$ cat src/rtl/iomem_interconnect.sv
// iomem_interconnect: picosoc iomem master port to NUM_SLAVES peripherals.
//   Decodes addr[31:24] against per-slave page numbers (slice i of SLAVE_PAGES
//   is the page of slave i, lowest index wins on duplicates). It forwards one
//   registered request at a time and registers the returned rdata. Unmapped
//   pages complete with rdata 0.
// Optional feature: define IOMEM_INTERCONNECT_TIMEOUT_EN to abort slaves that
//   stay silent for TIMEOUT_CYCLES ACTIVE cycles (rdata ERR_RDATA, err_irq pulse).
//   Without it err_irq/err_addr are held 0. The ports are the same in both builds.
// Ports:
//   clk, reset                      clock, synchronous active-high reset
//   m_valid/m_wstrb/m_addr/m_wdata  master request (wstrb 0 = read)
//   m_ready/m_rdata                 one-cycle completion pulse + read data
//   s_valid[NUM_SLAVES]             one-hot request to the selected slave
//   s_wstrb/s_addr/s_wdata          registered request, shared by all slaves
//   s_ready[NUM_SLAVES], s_rdata    per-slave ready, 32-bit rdata slices
//   err_irq/err_addr                abort pulse + address of last aborted access

module iomem_page_match (
  input  logic [7:0] page,
  input  logic [7:0] addr_page,
  output logic       hit
);
  assign hit = (addr_page == page);
endmodule

module iomem_interconnect #(
  parameter int                      NUM_SLAVES     = 4,
  parameter logic [8*NUM_SLAVES-1:0] SLAVE_PAGES    = {8'h07, 8'h06, 8'h05, 8'h03},
  parameter int                      TIMEOUT_CYCLES = 1024,
  parameter logic [31:0]             ERR_RDATA      = 32'hDEAD_BEEF
) (
  input  logic                     clk,
  input  logic                     reset,
  input  logic                     m_valid,
  input  logic [3:0]               m_wstrb,
  input  logic [31:0]              m_addr,
  input  logic [31:0]              m_wdata,
  output logic                     m_ready,
  output logic [31:0]              m_rdata,
  output logic [NUM_SLAVES-1:0]    s_valid,
  output logic [3:0]               s_wstrb,
  output logic [31:0]              s_addr,
  output logic [31:0]              s_wdata,
  input  logic [NUM_SLAVES-1:0]    s_ready,
  input  logic [32*NUM_SLAVES-1:0] s_rdata,
  output logic                     err_irq,
  output logic [31:0]              err_addr
);

  localparam int IDX_W = (NUM_SLAVES > 1) ? $clog2(NUM_SLAVES) : 1;

  if (NUM_SLAVES < 1 || NUM_SLAVES > 16 || TIMEOUT_CYCLES < 1) begin : g_bad_cfg
    $error("iomem_interconnect: NUM_SLAVES must be 1..16 and TIMEOUT_CYCLES >= 1");
  end

  typedef enum logic [1:0] {IDLE, ACTIVE, RESP} state_t;

  typedef struct packed {
    logic [3:0]  wstrb;
    logic [31:0] addr;
    logic [31:0] wdata;
  } iomem_req_t;

  state_t                  state, state_nxt;
  iomem_req_t              req_q;
  logic [IDX_W-1:0]        sel, hit_idx;
  logic                    miss;
  logic [NUM_SLAVES-1:0]   page_hit;
  logic                    page_any;
  logic                    sel_ready;
  logic [31:0]             sel_rdata;
  logic                    timeout;

  // Per-slave page comparators.
  for (genvar i = 0; i < NUM_SLAVES; i++) begin : g_match
    iomem_page_match u_match (
      .page      (SLAVE_PAGES[8*i +: 8]),
      .addr_page (m_addr[31:24]),
      .hit       (page_hit[i])
    );
  end

  // Scan from the top down so the lowest matching index is the one left.
  always_comb begin
    hit_idx = '0;
    for (int i = NUM_SLAVES - 1; i >= 0; i--) begin
      if (page_hit[i]) hit_idx = IDX_W'(i);
    end
  end

  assign page_any  = |page_hit;
  assign sel_ready = s_ready[sel];
  assign sel_rdata = s_rdata[32*sel +: 32];

`ifdef IOMEM_INTERCONNECT_TIMEOUT_EN
  localparam int CNT_W = $clog2(TIMEOUT_CYCLES + 1);
  logic [CNT_W-1:0] cnt;

  // Counts ACTIVE cycles; zero in every other state, so the first ACTIVE
  // cycle sees 0 and the TIMEOUT_CYCLES-th sees TIMEOUT_CYCLES-1.
  always_ff @(posedge clk) begin
    if (reset || state != ACTIVE) cnt <= '0;
    else                          cnt <= cnt + CNT_W'(1);
  end

  assign timeout = !miss && (cnt == CNT_W'(TIMEOUT_CYCLES - 1));
`else
  assign timeout = 1'b0;
`endif

  // State register
  always_ff @(posedge clk) begin
    if (reset) state <= IDLE;
    else       state <= state_nxt;
  end

  // Unmapped pages still pass through one ACTIVE cycle (with no s_valid)
  // so mapped and unmapped accesses share the same completion timing.
  always_comb begin
    state_nxt = state;
    case (state)
      IDLE:    if (m_valid) state_nxt = ACTIVE;
      ACTIVE:  if (miss || sel_ready || timeout) state_nxt = RESP;
      RESP:    state_nxt = IDLE;
      default: state_nxt = IDLE;
    endcase
  end

  always_comb begin
    s_valid = '0;
    if (state == ACTIVE && !miss) s_valid[sel] = 1'b1;
  end

  assign m_ready = (state == RESP);
  assign s_wstrb = req_q.wstrb;
  assign s_addr  = req_q.addr;
  assign s_wdata = req_q.wdata;

  // Request/response datapath. s_* only change when a mapped access is
  // accepted, so they stay stable for the whole ACTIVE phase.
  always_ff @(posedge clk) begin
    if (reset) begin
      req_q    <= '0;
      sel      <= '0;
      miss     <= 1'b0;
      m_rdata  <= '0;
      err_irq  <= 1'b0;
      err_addr <= '0;
    end else begin
      err_irq <= 1'b0;
      case (state)
        IDLE: begin
          if (m_valid) begin
            miss <= !page_any;
            if (page_any) begin
              req_q <= '{wstrb: m_wstrb, addr: m_addr, wdata: m_wdata};
              sel   <= hit_idx;
            end
          end
        end
        ACTIVE: begin
          if (miss) begin
            m_rdata <= '0;
          end else if (sel_ready) begin
            m_rdata <= sel_rdata;
          end else if (timeout) begin
            m_rdata  <= ERR_RDATA;
            err_irq  <= 1'b1;
            err_addr <= req_q.addr;
          end
        end
        default: ;
      endcase
    end
  end

endmodule

$ cat config.mk
export PLATFORM = sky130hd
export DESIGN_NAME = iomem_interconnect
export DESIGN_NICKNAME = d
export VERILOG_FILES = /design/src/rtl/iomem_interconnect.sv
export SDC_FILE = /design/constraint.sdc
export NUM_CORES = 1
export LEC_CHECK = 0
export BUFFER_PORTS_ARGS = -buffer_cell sky130_fd_sc_hd__buf_4
export CAP_MARGIN = 20
export CELL_PAD_IN_SITES_DETAIL_PLACEMENT = 1
export CELL_PAD_IN_SITES_GLOBAL_PLACEMENT = 2
export CORE_MARGIN = 3
export CORE_UTILIZATION = 22
export DETAILED_ROUTE_END_ITERATION = 12
export PLACE_DENSITY = 0.84
export SYNTH_ARGS = -nofsm -noshare
export SYNTH_HDL_FRONTEND = slang
export SYNTH_SLANG_ARGS = --single-unit
$ cat constraint.sdc
create_clock -name clk -period 1.9 [get_ports clk]
set_input_delay 0 -clock clk [delete_from_list [all_inputs] [get_ports clk]]
set_output_delay 0 -clock clk [all_outputs]
set_load 0.1 [all_outputs]
# Word-level counts from Yosys, hierarchy flattened
# Index checks and enable logic that the tools add are counted.
# classes
n_addsub	0
n_mul	0
div_mod_pow	0
magnitude_cmp	2
eq_ne	8
shift	1
n_mux	14
bitwise	0
reduce_logical	12
# ops
op	count
indexed part select 128 x 8 -> 32 bit	1
2-to-1 mux 32 bit	2
== test 8 x 3 -> 1 bit, second input constant	3
2-to-1 mux 2 bit	6
== test 8 x 2 -> 1 bit, second input constant	1
AND reduction 2 bit	3
2-to-1 mux 4 bit	1
inequality test 2 bit, second input constant	2
case mux 2 bit (2 select lines)	1
OR reduction 4 bit	1
< comparator 2 x 3 -> 1 bit, second input constant	1
AND reduction 3 bit	1
binary-select mux 1 bit (select 2 bit)	1
demux 1 bit (select 2 bit)	1
== test 2 x 1 -> 1 bit, second input constant	1
== test 2 bit, second input constant	1
>= comparator 2 x 1 -> 1 bit, second input constant	1
logical AND 1 bit	2
zero test 1 bit	2
zero test 2 bit	1
2-to-1 mux 1 bit	2
nonzero test 2 bit	1
logical OR 1 bit	1
# totals
register_bits	105
latchBits	0
mem_bits_rw	0
romBits	0
mem_count	0

# Longest topological paths before layout
# Gate-level depths: netlist (run 1).
# logic_depth
ltp_word	5
depth_mapped	6
depth_no_buf	4

# Cells and area by module
# A second synthesis (run 1) with hierarchy kept.
# hier_totals
hier_cells	612
hier_area_um2	5760.5
# by_module_without_submodules
module	instances	cells_per_inst	area_each_um2
iomem_interconnect	1	568	5415.2
iomem_page_match	4	11	86.3

# Least setup slack after synthesis (run 1)
# No wires, ideal clock.
# synth_path
path_kind	register -> output
startpoint	register sel[0]
endpoint	output s_valid[1]
t_arrival_ns	3.799
path_slack_ns	-1.899
stages_incl_launch_ff	4
path_buffers	2
path_cell_list	dfxtp_1 buf_2 buf_2 nor4b_1
# synth_between
elab_chain_cells	5
word_cells_on_any_way	6
classes_between	order compare (2); mux (3); reduce/logical (1)
# synth_lines
item	line_no	text
start: declaration	66	logic [IDX_W-1:0] sel, hit_idx;
start signal: assignment	157	sel <= hit_idx;
< comparator 2 x 3 -> 1 bit (not written as such) / >= comparator 2 x 1 -> 1 bit (equally long branches)	131	if (state == ACTIVE && !miss) s_valid[sel] = 1'b1;
logical AND 1 bit (not written as such)	131	
2-to-1 mux 1 bit (not written as such)	131	
demux 1 bit (select 2 bit) (*)	131	
2-to-1 mux 4 bit (*)	131	
end: declaration	40	output logic [NUM_SLAVES-1:0] s_valid,
# Every way passes the cells marked *; elsewhere a longest branch is shown, timed or not.

# Worst setup path after layout (run 1)
# layout_path
startpoint	register miss
endpoint	register m_rdata[4]
# layout_between
elab_chain_cells	2
word_cells_on_any_way	3
classes_between	mux (1); reduce/logical (2)
# layout_lines
item	line_no	text
start: declaration	67	logic miss;
start signal: assignment	154	miss <= !page_any;
nonzero test 2 bit (no source line)	--	
AND reduction 2 bit (no source line)	--	
end signal: assignment	165	m_rdata <= sel_rdata;
end: declaration	39	output logic [31:0] m_rdata,
# Parallel ways exist; a longest one is shown, timed or not.
# A chain may end at the register's enable or synchronous reset.

==> results of run 1 <==
[synthesized netlist by cell type, drive strengths merged, types with 2 or more instances]
library cell,instances
a21oi,63
and2,3
and3,4
buf,60
clkbuf,9
dfxtp,105
inv,33
mux2i,3
mux4,33
nand2,124
nand2b,2
nand3,2
nand4,2
nor2,6
nor2b,2
nor3,6
nor4,2
nor4b,2
o21a,2
o21ai,2
o2bb2ai,32
[power breakdown]
group	switching [mW]	internal, mW
combinational	0.761	0.492
clock	0.881	0.970
sequential	0.0274	2.23
total	1.67	3.70
[critical path: stages, from the launching register on]
cell and delay, ps:
sky130_fd_sc_hd__dfxtp_1 390, sky130_fd_sc_hd__nand2b_1 200, sky130_fd_sc_hd__a2111oi_0 430, sky130_fd_sc_hd__a221o_1 260, sky130_fd_sc_hd__buf_12 200, sky130_fd_sc_hd__o2bb2ai_1 140
[per-layer routing]
metal | GRT usage | up-vias
li1 | - | 2402
met1 | 0.1803 | 2367
met2 | 0.2864 | 215
met3 | 0.05122 | 18
met4 | 0.04373 | 0
met5 | 0 | -
[placed cells by master (no fill, tap or decap), types with 2 or more instances in the layout]
cell type	instances
sky130_fd_sc_hd__dfxtp_1	103
sky130_fd_sc_hd__dfxtp_2	2
sky130_fd_sc_hd__clkinv_4	2
sky130_fd_sc_hd__conb_1	33
sky130_fd_sc_hd__nand2_1	124
sky130_fd_sc_hd__o21a_1	2
sky130_fd_sc_hd__clkbuf_16	9
sky130_fd_sc_hd__nor2b_1	2
sky130_fd_sc_hd__a21oi_1	63
sky130_fd_sc_hd__and3_1	3
sky130_fd_sc_hd__nor2_1	6
sky130_fd_sc_hd__nor3_1	5
sky130_fd_sc_hd__nand2b_1	2
sky130_fd_sc_hd__inv_1	33
sky130_fd_sc_hd__o2bb2ai_1	32
sky130_fd_sc_hd__o21ai_0	2
sky130_fd_sc_hd__nand4_1	2
sky130_fd_sc_hd__mux2i_1	3
sky130_fd_sc_hd__and2_1	3
sky130_fd_sc_hd__buf_12	9
sky130_fd_sc_hd__mux4_2	33
sky130_fd_sc_hd__clkbuf_8	2
sky130_fd_sc_hd__buf_4	316
sky130_fd_sc_hd__dlygate4sd3_1	66
[per-stage QoR]
step,hold WS [ps],setup TNS (ps)
2_1_floorplan,136.0,-995.6
3_3_place_gp,246.8,0
3_5_place_dp,257.2,0
4_1_cts,12.61,0
5_1_grt,32.64,0
6_report,28.44,0
[registers in the layout, indices dropped and copies added (netlist names)]
register and cells:
s_wstrb 4, s_wdata 32, state 2, sel 2
miss 1, s_addr 32, m_rdata 32
[final cells by class]
type / instances / area, um^2 / area share
clock inverters: 5 / 38.79 / 0.004642
inverters: 33 / 123.9 / 0.01482
flip-flops and latches: 105 / 2105 / 0.2519
repair buffers: 391 / 3213 / 0.3845
multi-input cells: 331 / 2278 / 0.2727
well taps: 275 / 344.1 / 0.04118
clock buffers: 11 / 252.7 / 0.03025
[final timing paths]
path	start	to	slack, ps	depth (start not counted)
max	miss$_SDFFE_PP0P_	m_rdata[4]$_SDFFE_PP0P_	190	5
min reg2reg	s_wdata[30]$_SDFFE_PP0P_	s_wdata[30]$_SDFFE_PP0P_	460	2
max reg2reg	miss$_SDFFE_PP0P_	m_rdata[4]$_SDFFE_PP0P_	190	5
min	m_addr[30]	s_addr[26]$_SDFFE_PP0P_	30	4
[logic make-up (layout without fill, tap and decap cells)]
kind of cell             Yosys count  count (layout)
AO/OA/AOI/OAI                    103             103
other                              1              33
adder cells (fa/ha/maj)            1               1
flip-flops                       105             105
multiplexers                      36              36
buffers and inverters            102             440
AND/OR/NAND/NOR                  158             158
==> summary.log, run 1 <==
qor: run_status.status finished clean
qor: detailed_routing.drtIter0Drc 184
qor: die.die_h 154.1 um
qor: die.start_util 0.2267
qor: cts.worst_setup_hold_path_clk_slew 80 ps
qor: sta.clock_skew 5.967 ps
qor: synthesis.post_synth_mux_area_share 0.1603
qor: cells_and_area.final_nets 1074
qor: synthesis.synth_top_cell_area_share 0.4357
qor: sta.rsz0062_at_grt no
qor: detailed_routing.vias_per_cell 4.346
qor: sta.slew-limit-headroom 0.6570
qor: detailed_routing.detail_route.first_pass.iterations 4
qor: sta.report.final.slew_viol_count 0
qor: cts.clock_path_buffers 2
qor: synthesis.yosys.area.top_type sky130_fd_sc_hd__dfxtp_1
qor: critical_path.critPathArrivalTime 1980 ps
qor: grt.antenna_found_initial 0
qor: synthesis.seq_area_frac_synth 0.4357
qor: cells_and_area.final_standard_cell_count_with_taps_included_and_fillers_excluded 1151
qor: placed_design.preCtsSetupSlack 215.1 ps
qor: critical_path.required 2170 ps
qor: synthesis.ys_types 34
qor: die.floorplan.io_pins 341
qor: detailed_routing.routed-via-count 5002
qor: sta.max_slew.worst_pin.slew 514.4 ps
qor: die.core_area 21290 um^2
qor: detailed_routing.wl_met1 7.684 mm
qor: synthesis.synth-edff-count 0
qor: detailed_routing.detail_route.wirelength 19.64 mm
qor: synthesis.post_synth_and_or_nand_nor_area_fraction 0.1432
qor: power.static-leakage-power 3.649 nW
qor: detailed_routing.drcViolationCount 0
qor: min_path.min-delay-path-class input port to flip-flop
qor: detailed_routing.top_layer_used met4
qor: placed_design.io_buffers 307
qor: cts.ctsHoldBuffers 66
qor: sta.finalHoldViolCount 0
qor: cts.cts.repair_timing.setup_buffer_count 0
qor: grt.grt_pass1_wl 29.79 mm
qor: die.std_cell_rows 53
qor: synthesis.synthesis.yosys.warnings 0
qor: cts.cts.sink_count 105
qor: synthesis.synth_flop_cell sky130_fd_sc_hd__dfxtp_1
qor: synthesis.synth_compound_area_frac 0.1362
qor: cts.post_cts_resize_count 0
qor: sta.fin_crit_sh 0.8974
qor: synthesis.postSynthCellCount 506
qor: placed_design.placed_area 7403 um^2
qor: power.report.power.total 5.367 mW
qor: detailed_routing.route.met3.wl 1.524 mm
qor: synthesis.synth_area 4825 um^2
qor: placed_design.dpl.cell_count 1069
qor: cells_and_area.insertedDiodeCount 0
qor: synthesis.asr_flop_ratio_synth 0
qor: critical_path.timing.setup.critical_path_class flip-flop to flip-flop
qor: grt.grt.total_usage 0.1591
qor: synthesis.post_synth_fa_ha_maj_area_fraction 0.002075
qor: detailed_routing.met2RoutedLength 10.11 mm
qor: cts.tritoncts done
qor: die.floorplan.die_area 23740 um^2
qor: sta.number_of_setup_violations_in_the_final_report 0
qor: cts.cts_root_buf sky130_fd_sc_hd__clkbuf_16
qor: synthesis.dominant_combinational_cell_family_by_area_after_synthesis multiplexers
qor: critical_path.max_fo_critical_path 27
qor: detailed_routing.ant_nets 0
qor: cells_and_area.flow.area_growth_from_synthesis 73.18%
qor: cts.cts-buffers-inserted 9
qor: placed_design.gpl.final_weighted_congestion 0.8178
qor: sta.timing.final.crit_period 1705 ps
qor: power.power_per_cell_area 642.3 nW/um^2
qor: cells_and_area.layout-drive-gt1-share 0.4395
qor: die.floorplan.die.width 154.1 um
qor: synthesis.synth-seq-cells 105
qor: power.vdd_ir_drop_max 363.9 uV
qor: grt.grt_pass1_vias 5310
qor: placed_design.post-dp-hpwl 14.73 mm
qor: synthesis.synthXorXnorAreaFrac 0
qor: grt.aggregate_global_routing_overflow 0
qor: cells_and_area.fill_cells 2509
qor: critical_path.timing.critical_path.from_type flip-flop
qor: cells_and_area.finalCoreUtilization 0.3925
qor: detailed_routing.post_drt_wl_per_cell 17.07 um
qor: grt.grt_max_degree 54
qor: cts.worstSkewPairLatency 350 ps
qor: flow_run.maxCapViolations 0
qor: synthesis.netlist_top_cells_area sky130_fd_sc_hd__dfxtp_1, sky130_fd_sc_hd__mux4_2, sky130_fd_sc_hd__nand2_1, sky130_fd_sc_hd__a21oi_1, sky130_fd_sc_hd__o2bb2ai_1
qor: critical_path.cp-end-kind flip-flop
qor: sta.fmax 586.5 MHz
qor: synthesis.synth.avg_cell_area 9.535 um^2
qor: cts.clock_h_tree_levels 3
qor: sta.setup_slack 195.0 ps
qor: cells_and_area.stdcell_area 8356 um^2
Power figures use the tool's default switching activity.
==> run 2, diff against run 1 <==
CORE_UTILIZATION = 23   (was 22)
PLACE_DENSITY = 0.87   (was 0.84)
clock period = 2.06 ns   (was 1.9 ns; I/O delays follow)
==> run 2 against run 1 <==
Against the previous run: wire length down 0.99%; critical endpoint is now s_addr[2]$_SDFFE_PP0P_; clock power is 9% lower; first-iteration DRC count fell by 24%; hold slack better by 9.9 ps; largest cell class unchanged; sequential cell count unchanged; critical path depth is the same; cell count fell by 1.0%; power fell by 8.3%.
==> summary.log, run 2 (synthesis gave the netlist of run 1 again) <==
qor: cells_and_area.flip_flop_and_latch_area 2105 um^2 [unchanged]
qor: die.start_util 0.2362 [+0.009509]
qor: critical_path.timing.critical_path.from_type flip-flop
qor: grt.grt_max_degree 62 [+15%]
qor: detailed_routing.post_drt_wl_per_cell 17.07 um [about the same]
qor: power.net_switching_power_figure 1.546 mW [-7.4%]
qor: detailed_routing.vias_per_cell 4.327 [-0.44%]
qor: die.floorplan.io_pins 341 [unchanged]
qor: sta.rsz0062_at_grt no
qor: grt.grt_pass1_wl 28.26 mm [-5.1%]
qor: power.static-leakage-power 3.574 nW [-2.1%]
qor: grt.aggregate_global_routing_overflow 0 [unchanged]
qor: die.core_area 20430 um^2 [-4.0%]
qor: die.floorplan.die.width 150.8 um [-2.1%]
qor: grt.grt_pass1_vias 4992 [-6.0%]
qor: critical_path.crit_buf_inv 1 [unchanged]
qor: power.power_per_cell_area 599.6 nW/um^2 [-6.6%]
qor: sta.setup_slack 310.3 ps [+115.4 ps]
qor: sta.fin_crit_sh 0.8493 [-0.04804]
qor: power.share_comb_of_total_power 0.233 [about the same]
qor: run_status.status finished clean
qor: detailed_routing.ant_nets 0 [unchanged]
qor: cts.cts-buffers-inserted 9 [unchanged]
qor: power.cellInternalPower 3.375 mW [-8.7%]
qor: critical_path.required 2330 ps [+160 ps]
qor: die.std_cell_rows 52 [-1.9%]
qor: sta.number_of_setup_violations_in_the_final_report 0 [unchanged]
qor: cts.ctsHoldBuffers 65 [-1.5%]
qor: placed_design.io_buffers 307 [unchanged]
qor: critical_path.max_fo_critical_path 61 [+130%]
qor: cts.cts.sink_count 105 [unchanged]
qor: placed_design.gpl.final_weighted_congestion 0.7169 [-12%]
qor: detailed_routing.detail_route.first_pass.iterations 4 [unchanged]
qor: sta.finalHoldViolCount 0 [unchanged]
qor: critical_path.timing.setup.critical_path_class flip-flop to flip-flop
qor: cts.tritoncts done
qor: cts.clock_h_tree_levels 3 [unchanged]
qor: cts.post_cts_resize_count 0 [unchanged]
qor: die.floorplan.die_area 22750 um^2 [-4.2%]
qor: placed_design.preCtsSetupSlack 358.7 ps [+143.6 ps]
qor: cts.worst_setup_hold_path_clk_slew 70 ps [about the same]
qor: critical_path.critPathArrivalTime 2020 ps [+40 ps]
qor: cts.cts.repair_timing.setup_buffer_count 0 [unchanged]
qor: cells_and_area.most_frequent_standard_cell_in_the_layout_excluding_fill_and_tap_cells sky130_fd_sc_hd__buf_4
qor: detailed_routing.drcViolationCount 0 [unchanged]
qor: critical_path.cp_slowest_stage_delay 410 ps [-20 ps]
qor: cts.clock_path_buffers 2 [unchanged]
qor: sta.report.final.slew_viol_count 0 [unchanged]
qor: flow_run.maxCapViolations 0 [unchanged]
qor: die.die_h 150.8 um [-2.1%]
qor: min_path.min-delay-path-class input port to flip-flop
qor: cells_and_area.multiInputGateArea 2278 um^2 [unchanged]
qor: sta.clock_skew 9.621 ps [+3.654 ps]
qor: critical_path.path_cells nor4_4, and3_2, buf_12, nand2_1, a21oi_1
qor: grt.grt.total_usage 0.1609 [+0.001808]
qor: cells_and_area.final_standard_cell_count_with_taps_included_and_fillers_excluded 1139 [-1.0%]
qor: detailed_routing.detail_route.wirelength 19.45 mm [-0.99%]
qor: grt.antenna_found_initial 3 [+3]
qor: detailed_routing.routed-via-count 4928 [-1.5%]
qor: cells_and_area.fill_cells 2382 [-5.1%]
qor: sta.fmax 571.5 MHz [-2.6%]
qor: critical_path.cp-end-kind flip-flop
qor: cells_and_area.final_nets 1064 [-0.93%]
qor: power.power_frac_clock 0.344 [about the same]
qor: critical_path.worst_path_dominant_cell_family simple AND/OR/NAND/NOR gates
qor: power.vdd_ir_drop_max 308.5 uV [-15%]
qor: critical_path.cp_slowest_cell sky130_fd_sc_hd__nor4_4
qor: detailed_routing.drtIter0Drc 140 [-24%]
qor: placed_design.post-dp-hpwl 14.34 mm [-2.7%]
qor: placed_design.dpl.cell_count 1055 [-1.3%]
qor: cts.cts_root_buf sky130_fd_sc_hd__clkbuf_16
qor: power.sw_frac_of_total 0.3141 [+0.002930]
qor: power.seq_power_share 0.424 [+0.003]
qor: sta.timing.final.crit_period 1750 ps [+44.63 ps]
qor: cells_and_area.layout_common_cells sky130_fd_sc_hd__buf_4, sky130_fd_sc_hd__nand2_1, sky130_fd_sc_hd__dfxtp_1, sky130_fd_sc_hd__dlygate4sd3_1, sky130_fd_sc_hd__a21oi_1
qor: power.report.power.total 4.921 mW [-8.3%]
qor: cells_and_area.layout-drive-gt1-share 0.4330 [-0.006472]
qor: cts.worstSkewPairLatency 350 ps [about the same]
qor: cells_and_area.flow.area_growth_from_synthesis 70.10%
-- run 2: worst paths after layout --
path	startpoint	to	slack, ps	cells past startpoint
setup / recovery	state[1]$_SDFFE_PP0P_	s_addr[2]$_SDFFE_PP0P_	310	5
hold / removal	m_addr[29]	sel[0]$_SDFFE_PP0P_	40	4
setup reg to reg	state[1]$_SDFFE_PP0P_	s_addr[2]$_SDFFE_PP0P_	310	5
hold reg to reg	s_addr[6]$_SDFFE_PP0P_	s_addr[6]$_SDFFE_PP0P_	460	2
-- run 2: routing by layer --
metal  track usage  vias up  part of all wire
li1              -     2379                 -
met1        0.1721     2338              0.36
met2        0.2952      200              0.53
met3       0.05625       11              0.10
met4       0.05122        0             0.013
met5             0        -                 0
-- run 2: per-stage QoR --
stage                     hold slack [ps]    util  setup TNS [ps]  area [um^2]
after floorplan                     136.0       -          -675.6         4962
after global placement              246.7  0.3557               0         7267
after detailed placement            256.0  0.3557               0         7267
after CTS                           15.21  0.4013               0         8199
after global routing                43.62  0.4017               0         8207
final                               38.30  0.4017               0         8207
-- run 2: power by group through the flow --
stage | clock, mW | combinational (mW) | sequential, mW
floorplan | 0 | 0.484 | 2.34
global placement | 0 | 1.04 | 2.13
detailed placement | 0 | 1.05 | 2.13
CTS | 1.78 | 1.15 | 2.08
global route | 1.87 | 1.20 | 2.09
finish | 1.69 | 1.15 | 2.08
-- run 2: cell type report --
| type | instances | area share |
|---|---|---|
| Antenna cell | 3 | 0.0009148 |
| Clock buffer | 11 | 0.02958 |
| Clock inverter | 5 | 0.004726 |
| Inverter | 33 | 0.01509 |
| Multi-Input combinational cell | 331 | 0.2776 |
| Sequential cell | 105 | 0.2564 |
| Tap cell | 270 | 0.04116 |
| Timing Repair Buffer | 381 | 0.3744 |
-- run 2: worst min-delay path: stages --
cell and delay (ps):
sky130_fd_sc_hd__buf_4 110, sky130_fd_sc_hd__nor3_1 50, sky130_fd_sc_hd__mux2i_1 130, sky130_fd_sc_hd__nor2_1 50
==> run 3, diff against run 2 <==
CORE_UTILIZATION = 20   (was 23)
PLACE_DENSITY = 0.8   (was 0.87)
clock period = 1.5 ns   (was 2.06 ns; I/O delays follow)
==> run 3 against run 2 <==
Against the previous run: the flow now finishes with violations (setup timing); highest routed layer unchanged; via count increased by 5.0%; critical path depth unchanged; clock power rose by 38%.
==> summary.log, run 3 (synthesis gave the netlist of run 1 again) <==
qor: cts.clock_path_buffers 2 [unchanged]
qor: cts.tritoncts done
qor: detailed_routing.vias_per_cell 4.240 [-2.0%]
qor: sta.setup_slack -42.33 ps [-352.7 ps]
qor: power.seq_power_share 0.411 [-0.013]
qor: placed_design.placed_area 7511 um^2 [+3.4%]
qor: flow_run.maxCapViolations 0 [unchanged]
qor: cells_and_area.layout-drive-gt1-share 0.5017 [+0.06864]
qor: detailed_routing.drtIter0Drc 170 [+21%]
qor: power.vdd_ir_drop_max 454.1 uV [+47%]
qor: sta.clock_skew 11.82 ps [+2.195 ps]
qor: cells_and_area.final_standard_cell_count_with_taps_included_and_fillers_excluded 1220 [+7.1%]
qor: cells_and_area.final_nets 1097 [+3.1%]
qor: power.net_switching_power_figure 2.292 mW [+48%]
qor: power.report.power.total 6.968 mW [+42%]
qor: die.core_area 23610 um^2 [+16%]
qor: die.floorplan.io_pins 341 [unchanged]
qor: die.floorplan.die.width 161.3 um [+6.9%]
qor: grt.antenna_found_initial 2 [-1]
qor: cts.clock_h_tree_levels 3 [unchanged]
qor: cells_and_area.layout_common_cells sky130_fd_sc_hd__buf_4, sky130_fd_sc_hd__nand2_1, sky130_fd_sc_hd__dfxtp_1, sky130_fd_sc_hd__dlygate4sd3_1, sky130_fd_sc_hd__a21oi_1
qor: sta.timing.final.crit_period 1542 ps [-207.3 ps]
qor: cts.cts-buffers-inserted 9 [unchanged]
qor: cells_and_area.stdcell_area 9114 um^2 [+11%]
qor: cts.cts_root_buf sky130_fd_sc_hd__clkbuf_16
qor: power.power_frac_clock 0.335 [-0.009]
qor: sta.max_slew.worst_pin.slew 534.7 ps
qor: detailed_routing.drcViolationCount 0 [unchanged]
qor: die.floorplan.die_area 26020 um^2 [+14%]
qor: placed_design.io_buffers 307 [unchanged]
qor: detailed_routing.ant_nets 0 [unchanged]
qor: detailed_routing.post_drt_wl_per_cell 18.60 um [+9.0%]
qor: grt.aggregate_global_routing_overflow 0 [unchanged]
qor: cts.worst_setup_hold_path_clk_slew 80 ps [about the same]
qor: critical_path.timing.critical_path.from_type flip-flop
qor: sta.number_of_setup_violations_in_the_final_report 22 [+22]
qor: grt.grt.total_usage 0.1555 [-0.005374]
qor: sta.slew-limit-headroom 0.6435
qor: min_path.min-delay-path-class input port to flip-flop
qor: run_status.failed_checks setup timing
qor: detailed_routing.detail_route.wirelength 22.70 mm [+17%]
qor: power.sw_frac_of_total 0.3289 [+0.01486]
qor: detailed_routing.detail_route.first_pass.iterations 4 [unchanged]
qor: cells_and_area.flip_flop_and_latch_area 2112 um^2 [+0.36%]
qor: die.start_util 0.2043 [-0.03183]
qor: sta.finalHoldViolCount 0 [unchanged]
qor: power.power_per_cell_area 764.6 nW/um^2 [+28%]
qor: grt.grt_pass1_wl 31.48 mm [+11%]
qor: cells_and_area.most_frequent_standard_cell_in_the_layout_excluding_fill_and_tap_cells sky130_fd_sc_hd__buf_4
qor: run_status.status finished, violations left
qor: sta.rsz0062_at_grt yes
qor: die.die_h 161.3 um [+6.9%]
qor: critical_path.timing.setup.critical_path_class flip-flop to flip-flop
qor: critical_path.critPathArrivalTime 1790 ps [-230 ps]
qor: sta.fin_crit_sh 1.028 [+0.1789]
qor: placed_design.post-dp-hpwl 14.90 mm [+3.9%]
qor: die.std_cell_rows 56 [+7.7%]
qor: grt.grt_pass1_vias 5553 [+11%]
qor: sta.fmax 648.4 MHz [+13%]
qor: power.share_comb_of_total_power 0.254 [+0.021]
qor: cells_and_area.flow.area_growth_from_synthesis 88.90%
qor: critical_path.cp-end-kind flip-flop
qor: cts.cts.sink_count 105 [unchanged]
qor: grt.grt_max_degree 53 [-15%]
qor: critical_path.max_fo_critical_path 8 [-87%]
qor: cells_and_area.fill_cells 2719 [+14%]
qor: sta.report.final.slew_viol_count 0 [unchanged]
qor: placed_design.gpl.final_weighted_congestion 0.7171 [about the same]
qor: critical_path.required 1750 ps [-580 ps]
qor: power.cellInternalPower 4.676 mW [+39%]
qor: placed_design.dpl.cell_count 1121 [+6.3%]
qor: cts.worstSkewPairLatency 360 ps [about the same]
qor: power.static-leakage-power 3.909 nW [+9.4%]
qor: detailed_routing.routed-via-count 5173 [+5.0%]
qor: cells_and_area.multiInputGateArea 2634 um^2 [+16%]
qor: sta.finalSetupTns -529.8 ps [-529.8 ps]
-- run 3: cell types whose count changed in the layout (fill, tap and decap cells not counted), sizes merged --
| cell | change |
|---|---|
| clkinvlp | +1 |
| buf | +27 |
| diode | -1 |
| clkinv | +1 |
| clkbuf | +5 |
| inv | -1 |
-- run 3: power groups by stage --
stage / sequential, mW / combinational [mW] / clock [mW]
after detailed placement: 2.93 / 1.49 / 0
after global routing: 2.87 / 1.84 / 2.53
after global placement: 2.92 / 1.48 / 0
after floorplan: 3.21 / 0.675 / 0
after CTS: 2.86 / 1.64 / 2.44
final: 2.87 / 1.77 / 2.33
-- run 3: worst paths after layout --
kind / from / endpoint / slack (ps) / cells after the start
worst max-delay path: sel[0]$_SDFFE_PP0P_ / m_rdata[29]$_SDFFE_PP0P_ / -40 / 5
worst min-delay path: m_addr[27] / sel[0]$_SDFFE_PP0P_ / 110 / 5
worst max register to register: sel[0]$_SDFFE_PP0P_ / m_rdata[29]$_SDFFE_PP0P_ / -40 / 5
worst min register to register: s_wdata[23]$_SDFFE_PP0P_ / s_wdata[23]$_SDFFE_PP0P_ / 450 / 2
-- run 3: what timing repair did --
| action | CTS | global route |
|---|---|---|
| cloned | 2 | 9 |
| setup buffers | 0 | 5 |
| resized for setup | 19 | 49 |
| setup endpoints to repair | 86 | 89 |
| hold buffers | 65 | 0 |
| pin swaps | 1 | 7 |
| endpoints found under the hold margin | 66 | 0 |
-- run 3: metrics by stage --
stage | utilization | hold slack [ps] | setup slack [ps]
4_1_cts | 0.3618 | 80.38 | -23.94
6_report | 0.3860 | 111.3 | -42.33
3_3_place_gp | 0.3181 | 246.3 | 47.28
5_1_grt | 0.3860 | 116.7 | -93.21
3_5_place_dp | 0.3181 | 257.4 | -46.80
2_1_floorplan | - | 136.0 | -199.6
-- run 3: final cells by class --
class | count | share of cell area
repair buffers | 414 | 0.3915
multi-input cells | 331 | 0.2890
flip-flops and latches | 105 | 0.2317
well taps | 319 | 0.04379
clock buffers | 10 | 0.02512
inverters | 33 | 0.01359
clock inverters | 6 | 0.004668
diodes | 2 | 0.0005491
-- run 3: critical path: stages (launching register included) --
cell                        delay (ps)
sky130_fd_sc_hd__dfxtp_4           400
sky130_fd_sc_hd__buf_6             140
sky130_fd_sc_hd__mux2i_1           110
sky130_fd_sc_hd__a221o_2           430
sky130_fd_sc_hd__clkbuf_16         220
sky130_fd_sc_hd__o2bb2ai_4         120
-- run 3: routing by layer --
metal  global-route usage  part of all wire  vias to the layer above
li1                     -                 -                     2447
met1               0.1649              0.36                     2477
met2               0.2895              0.54                      229
met3              0.05437             0.079                       20
met4              0.04537             0.017                        0
met5                    0                 0                        -
